### config.mk
export PLATFORM = sky130hd
export DESIGN_NAME = imm_gen_pipe_flat
export DESIGN_NICKNAME = d
export VERILOG_FILES = /design/src/rtl/imm_gen_pipe_if.sv /design/src/rtl/imm_gen_pipe.sv /design/src/flat_wrapper.sv
export SDC_FILE = /design/constraint.sdc
export NUM_CORES = 1
export LEC_CHECK = 0
export ABC_AREA = 1
export CAP_MARGIN = 30
export CELL_PAD_IN_SITES_DETAIL_PLACEMENT = 1
export CELL_PAD_IN_SITES_GLOBAL_PLACEMENT = 2
export CORE_MARGIN = 2
export CORE_UTILIZATION = 26
export CTS_BUF_LIST = sky130_fd_sc_hd__clkbuf_8
export DETAILED_ROUTE_END_ITERATION = 8
export PLACE_DENSITY_LB_ADDON = 0.08
export SLEW_MARGIN = 20
export SYNTH_ARGS = -nofsm -noshare
export SYNTH_HDL_FRONTEND = slang
export SYNTH_SLANG_ARGS = --single-unit
### constraint.sdc
create_clock -name clk -period 1.33 [get_ports clk]
set_input_delay 0.266 -clock clk [delete_from_list [all_inputs] [get_ports clk]]
set_output_delay 0.266 -clock clk [all_outputs]
set_load 0.01 [all_outputs]
### src/rtl/imm_gen_pipe_if.sv
`default_nettype none
// ============================================================================
// Module      : imm_gen_pipe_if
// Description : Handshake bundle for the pipelined immediate generator.
//               It carries the input side (instruction bits, format select,
//               tag), the output side (immediate, illegal flag, tag) and flush.
// Revision    : 1.0 - initial release
// ============================================================================
interface imm_gen_pipe_if #(
    parameter int XLEN  = 32,
    parameter int TAG_W = 5
);
    logic             flush;
    logic             in_valid;
    logic             in_ready;
    logic [24:0]      in_instr;
    logic [2:0]       in_imm_src;
    logic [TAG_W-1:0] in_tag;
    logic             out_valid;
    logic             out_ready;
    logic [XLEN-1:0]  out_imm;
    logic             out_illegal;
    logic [TAG_W-1:0] out_tag;

    // Decode-stage side that issues instructions and consumes immediates
    modport master (
        output flush, in_valid, in_instr, in_imm_src, in_tag, out_ready,
        input  in_ready, out_valid, out_imm, out_illegal, out_tag
    );

    // Immediate generator side
    modport slave (
        input  flush, in_valid, in_instr, in_imm_src, in_tag, out_ready,
        output in_ready, out_valid, out_imm, out_illegal, out_tag
    );
endinterface
`default_nettype wire

### src/rtl/imm_gen_pipe.sv
`default_nettype none
// ============================================================================
// Module      : imm_gen_pipe
// Description : Pipelined immediate generator with a 2-entry skid buffer.
//               The immediate is extended combinationally from the incoming
//               instruction bits, then registered into a main/skid pair so
//               that in_ready is a pure register output.
// Revision    : 1.0 - initial release
// ============================================================================
module imm_gen_pipe #(
    parameter int XLEN  = 32,
    parameter int TAG_W = 5
) (
    input  logic          clk,
    input  logic          rst,
    imm_gen_pipe_if.slave bus
);

    if (XLEN != 32 && XLEN != 64) begin : g_bad_xlen
        $error("imm_gen_pipe: XLEN must be 32 or 64");
    end

    typedef enum logic [1:0] {
        S_EMPTY = 2'd0,
        S_ONE   = 2'd1,
        S_FULL  = 2'd2
    } state_t;

    // Instruction bits keep their architectural indices [31:7]
    logic [31:7]        w_ir;
    logic signed [31:0] w_imm32;
    logic [XLEN-1:0]    w_imm;
    logic               w_illegal;
    logic               w_in_xfer;
    logic               w_out_xfer;

    state_t             r_state;
    logic               r_out_valid;
    logic               r_in_ready;
    logic [XLEN-1:0]    r_main_imm;
    logic               r_main_ill;
    logic [TAG_W-1:0]   r_main_tag;
    logic [XLEN-1:0]    r_skid_imm;
    logic               r_skid_ill;
    logic [TAG_W-1:0]   r_skid_tag;

    assign w_ir = bus.in_instr;

    // Build every format as a 32-bit signed value; zimm has bit 31 clear so
    // the final sign-extending cast to XLEN zero-extends it.
    always_comb begin
        w_imm32   = '0;
        w_illegal = 1'b0;
        case (bus.in_imm_src)
            3'd0: w_imm32 = {{20{w_ir[31]}}, w_ir[31:20]};
            3'd1: w_imm32 = {{20{w_ir[31]}}, w_ir[31:25], w_ir[11:7]};
            3'd2: w_imm32 = {{19{w_ir[31]}}, w_ir[31], w_ir[7], w_ir[30:25],
                             w_ir[11:8], 1'b0};
            3'd3: w_imm32 = {{11{w_ir[31]}}, w_ir[31], w_ir[19:12], w_ir[20],
                             w_ir[30:21], 1'b0};
            3'd4: w_imm32 = {w_ir[31:12], 12'd0};
            3'd5: w_imm32 = {27'd0, w_ir[19:15]};
            default: begin
                w_imm32   = '0;
                w_illegal = 1'b1;
            end
        endcase
    end

    assign w_imm      = XLEN'(w_imm32);
    assign w_in_xfer  = bus.in_valid && r_in_ready;
    assign w_out_xfer = r_out_valid && bus.out_ready;

    // Main/skid occupancy machine; rst and flush both drop every entry
    always_ff @(posedge clk) begin
        if (rst || bus.flush) begin
            r_state     <= S_EMPTY;
            r_out_valid <= 1'b0;
            r_in_ready  <= 1'b1;
            r_main_imm  <= '0;
            r_main_ill  <= 1'b0;
            r_main_tag  <= '0;
            r_skid_imm  <= '0;
            r_skid_ill  <= 1'b0;
            r_skid_tag  <= '0;
        end else begin
            case (r_state)
                S_EMPTY: begin
                    if (w_in_xfer) begin
                        r_main_imm  <= w_imm;
                        r_main_ill  <= w_illegal;
                        r_main_tag  <= bus.in_tag;
                        r_out_valid <= 1'b1;
                        r_state     <= S_ONE;
                    end
                end
                S_ONE: begin
                    if (w_in_xfer && w_out_xfer) begin
                        r_main_imm <= w_imm;
                        r_main_ill <= w_illegal;
                        r_main_tag <= bus.in_tag;
                    end else if (w_in_xfer) begin
                        // Main is stalled: park the new entry in the skid
                        r_skid_imm <= w_imm;
                        r_skid_ill <= w_illegal;
                        r_skid_tag <= bus.in_tag;
                        r_in_ready <= 1'b0;
                        r_state    <= S_FULL;
                    end else if (w_out_xfer) begin
                        r_out_valid <= 1'b0;
                        r_state     <= S_EMPTY;
                    end
                end
                S_FULL: begin
                    if (w_out_xfer) begin
                        r_main_imm <= r_skid_imm;
                        r_main_ill <= r_skid_ill;
                        r_main_tag <= r_skid_tag;
                        r_in_ready <= 1'b1;
                        r_state    <= S_ONE;
                    end
                end
                default: begin
                    r_state     <= S_EMPTY;
                    r_out_valid <= 1'b0;
                    r_in_ready  <= 1'b1;
                end
            endcase
        end
    end

    assign bus.in_ready    = r_in_ready;
    assign bus.out_valid   = r_out_valid;
    assign bus.out_imm     = r_main_imm;
    assign bus.out_illegal = r_main_ill;
    assign bus.out_tag     = r_main_tag;

endmodule
`default_nettype wire

### src/flat_wrapper.sv
// flat-port wrapper written by rule: the top's interface ports become plain ports
module imm_gen_pipe_flat 
#(
    parameter int XLEN  = 32,
    parameter int TAG_W = 5
)
  (clk, rst, bus_flush, bus_in_valid, bus_in_instr, bus_in_imm_src, bus_in_tag, bus_out_ready, bus_in_ready, bus_out_valid, bus_out_imm, bus_out_illegal, bus_out_tag);
  imm_gen_pipe_if #(.XLEN(XLEN), .TAG_W(TAG_W)) bus_i ();
  input  logic clk;
  input  logic rst;
  input wire logic [$bits(bus_i.flush)-1:0] bus_flush;
  input wire logic [$bits(bus_i.in_valid)-1:0] bus_in_valid;
  input wire logic [$bits(bus_i.in_instr)-1:0] bus_in_instr;
  input wire logic [$bits(bus_i.in_imm_src)-1:0] bus_in_imm_src;
  input wire logic [$bits(bus_i.in_tag)-1:0] bus_in_tag;
  input wire logic [$bits(bus_i.out_ready)-1:0] bus_out_ready;
  output wire logic [$bits(bus_i.in_ready)-1:0] bus_in_ready;
  output wire logic [$bits(bus_i.out_valid)-1:0] bus_out_valid;
  output wire logic [$bits(bus_i.out_imm)-1:0] bus_out_imm;
  output wire logic [$bits(bus_i.out_illegal)-1:0] bus_out_illegal;
  output wire logic [$bits(bus_i.out_tag)-1:0] bus_out_tag;
  assign bus_i.flush = bus_flush;
  assign bus_i.in_valid = bus_in_valid;
  assign bus_i.in_instr = bus_in_instr;
  assign bus_i.in_imm_src = bus_in_imm_src;
  assign bus_i.in_tag = bus_in_tag;
  assign bus_i.out_ready = bus_out_ready;
  assign bus_in_ready = bus_i.in_ready;
  assign bus_out_valid = bus_i.out_valid;
  assign bus_out_imm = bus_i.out_imm;
  assign bus_out_illegal = bus_i.out_illegal;
  assign bus_out_tag = bus_i.out_tag;
  imm_gen_pipe #(.XLEN(XLEN), .TAG_W(TAG_W)) u_core (.clk(clk), .rst(rst), .bus(bus_i));
endmodule
==> metrics.cfg <==
[outcome]
status = finished clean

[cts]
root_buffer = clkbuf_8
cts_tree = done
cts.sinks = 80
clock_path_buffers = 2
path_clk_slew_ps = 90
clock_latency_ps = 370
cts_buffers = 9
cts-htree-levels = 3
cts.hold.buffers_added = 0

[floorplanning]
dieArea_um2 = 14900
core_region_area_um2 = 13800
pin_count = 78
placementRows = 43
dieHeight_um = 122
die_x_um = 122
initial_core_util_pct = 26.3

[logic_synthesis]
yosys.area.top_type = dfxtp_1
async_flop_share_pct = 0
syn_nets = 550
ys_seq_area_share_pct = 44.2
ys_seq_elements = 80
synthTopCellsByArea = dfxtp_1 (44%), a21oi_1 (10%), nand2_1 (10%)
synthTopCellsByCount = nand2_1 (100), dfxtp_1 (80), a21oi_1 (76)
ys_warn_count = 0
yosysMostFrequentCell = nand2_1
syn_area_um2 = 3620
syn_avg_cell_area_um2 = 7.08
synth_top_area_share_pct = 44.2
synth_edf_count = 0
syn_inst = 512
synth_ff_type = dfxtp_1
synth_cell_type_count = 24

[pwr]
pwr-share-clk_pct = 38.5
p_int_uw = 4170
power_density_nw_per_um2 = 1060
p_switching_uw = 1580
finalPower_uw = 5750
p_leak_uw = 0.00241
sequentialPowerShare_pct = 43.7
p_sw_share_pct = 27.4
peakVddDrop_v = 0.000408
combPwrFrac_pct = 17.9

[detailed_routing]
ant_nets = 0
dr.pass1.iters = 4
vias_per_cell = 4.78
finalWirelength_mm = 13.2
drtIter0Drc = 156
drc_errors = 0
vias = 3869
drt-wirelength-per-cell_um = 16.3

[setup_path]
rrSetupSlack_ps = 20
arrival_ps = 1620
reg2reg_depth = 7
r2r_start = u_core.r_state[1]
timing.rr.end = u_core.r_skid_imm[10]
critPathRequiredTime_ps = 1630
critPathCaptureType = register
worstSetupStartpointType = register
crit_type = reg2reg
worstSetupStartpoint = u_core.r_state[1]
path_max_fanout = 9
setup.worst_path.end = u_core.r_skid_imm[10]

[place]
post_dp_cell_area_um2 = 4980
place_inst = 788
dp.final_hpwl_mm = 9.12
io_buffers = 77
place_ws_ps = -483
globalplace.congestion = 0.833

[global_routing]
grt_max_degree = 29
overflow = 0
grt_use_total_pct = 18.3
grt_antenna_before_repair = 0
first_global_vias = 3988
grt_pass1_wl_mm = 21.0

[finish]
nFillCells = 1719
syn_to_final_growth_pct = 49.9
drive_gt1_share_pct = 20.8
nNetsFinal = 663
stdcell_count = 810
design_area_um2 = 5430
antenna_cells = 0

[sta]
setup_slack_ps = 18.3
setup_violations = 0
rsz0062_at_grt = yes
worst_clock_skew_ps = 10.7
slew_headroom_pct = 80.9
slew_violations = 0
max_freq_mhz = 762
fin_crit_sh_pct = 98.6
worstMarginPinSlew_ps = 286
hold_violations = 0
hold_ws_ps = 358
period_needed_ps = 1310

[worst_hold_path]
hold_start = bus_in_valid
hold_class = in2reg
hold_depth = 4

[flow_run]
maxCapViolCount = 0

[placed cells by master, fill, tap and decap left out, drive strengths merged]
| master | n |
|---|---|
| dlygate4sd2 | 38 |
| a21oi | 76 |
| o21ai | 78 |
| bufinv | 3 |
| clkbuf | 14 |
| a211oi | 2 |
| inv | 39 |
| nand2 | 104 |
| clkdlybuf4s50 | 33 |
| clkdlybuf4s15 | 3 |
| buf | 57 |
| o211ai | 10 |
| clkinvlp | 2 |
| nand3 | 29 |
| dlymetal6s2s | 1 |
| clkinv | 2 |
| dfxtp | 80 |
| nand4 | 8 |
| nor2 | 51 |
[flip-flops by register name (all words and copies together) (netlist names)]
signal and count:
u_core.r_skid_tag 5, u_core.bus.out_tag 5, u_core.bus.out_imm 32, u_core.r_skid_imm 32
u_core.bus.in_ready 1, u_core.bus.out_illegal 1, u_core.bus.out_valid 1, u_core.r_state 2
u_core.r_skid_ill 1
[power groups by stage]
stage	Combinational [uW]	Clock [uW]	Sequential (uW)
floorplan	422	0	2590
global placement	958	0	2570
detailed placement	972	0	2570
CTS	944	2290	2510
global route	1140	2380	2520
finish	1030	2210	2510
[worst max-delay path: stages (launching register included)]
cell       delay [ps]
dfxtp_4           380
inv_2              70
nand2_4            50
nor2_4            130
nand2_4            70
buf_4             170
clkbuf_16         170
a211oi_2          190
[final cells by class]
class	count	area (um^2)	share of cell area [%]
Timing Repair Buffer	137	1370	25.3
Sequential cell	80	1610	29.7
Clock buffer	9	124	2.28
Inverter	39	165	3.04
Clock inverter	7	113	2.07
Multi-Input combinational cell	358	1820	33.5
Tap cell	180	225	4.15
[timing repair]
action | 4_1_cts | 5_1_grt
buffers inserted | 1 | 2
endpoints found under the setup margin | 94 | 73
gates cloned | 0 | 3
gates resized for setup | 56 | 81
pin swaps | 0 | 6
[how the worst min path moves through the flow]
stage                                end
finish              u_core.bus.out_valid
global route        u_core.bus.out_valid
CTS                 u_core.r_skid_imm[8]
detailed placement  u_core.r_skid_tag[0]
global placement    u_core.r_skid_tag[0]
floorplan              u_core.r_skid_ill
[logic make-up after synthesis]
logic type	share of synthesized area, %
AO/OA/AOI/OAI	24.1
buffers and inverters	9.56
flip-flops	44.2
AND/OR/NAND/NOR	22.2
[through the flow]
stage	TNS, ps	util (%)
finish	0	39.4
detailed placement	-30890	36.2
global route	-890	39.4
floorplan	0	-
CTS	-75.3	37.8
global placement	-28400	36.2
[metal layers]
metal / wire, um / up-vias / track usage, %
met2: 6180 / 76 / 29.9
met3: 440 / 14 / 2.81
met4: 242 / 0 / 7.33
li1: - / 1930 / -
met5: 0 / - / 0
met1: 6380 / 1849 / 24.0
Power figures use the tool's default switching activity.
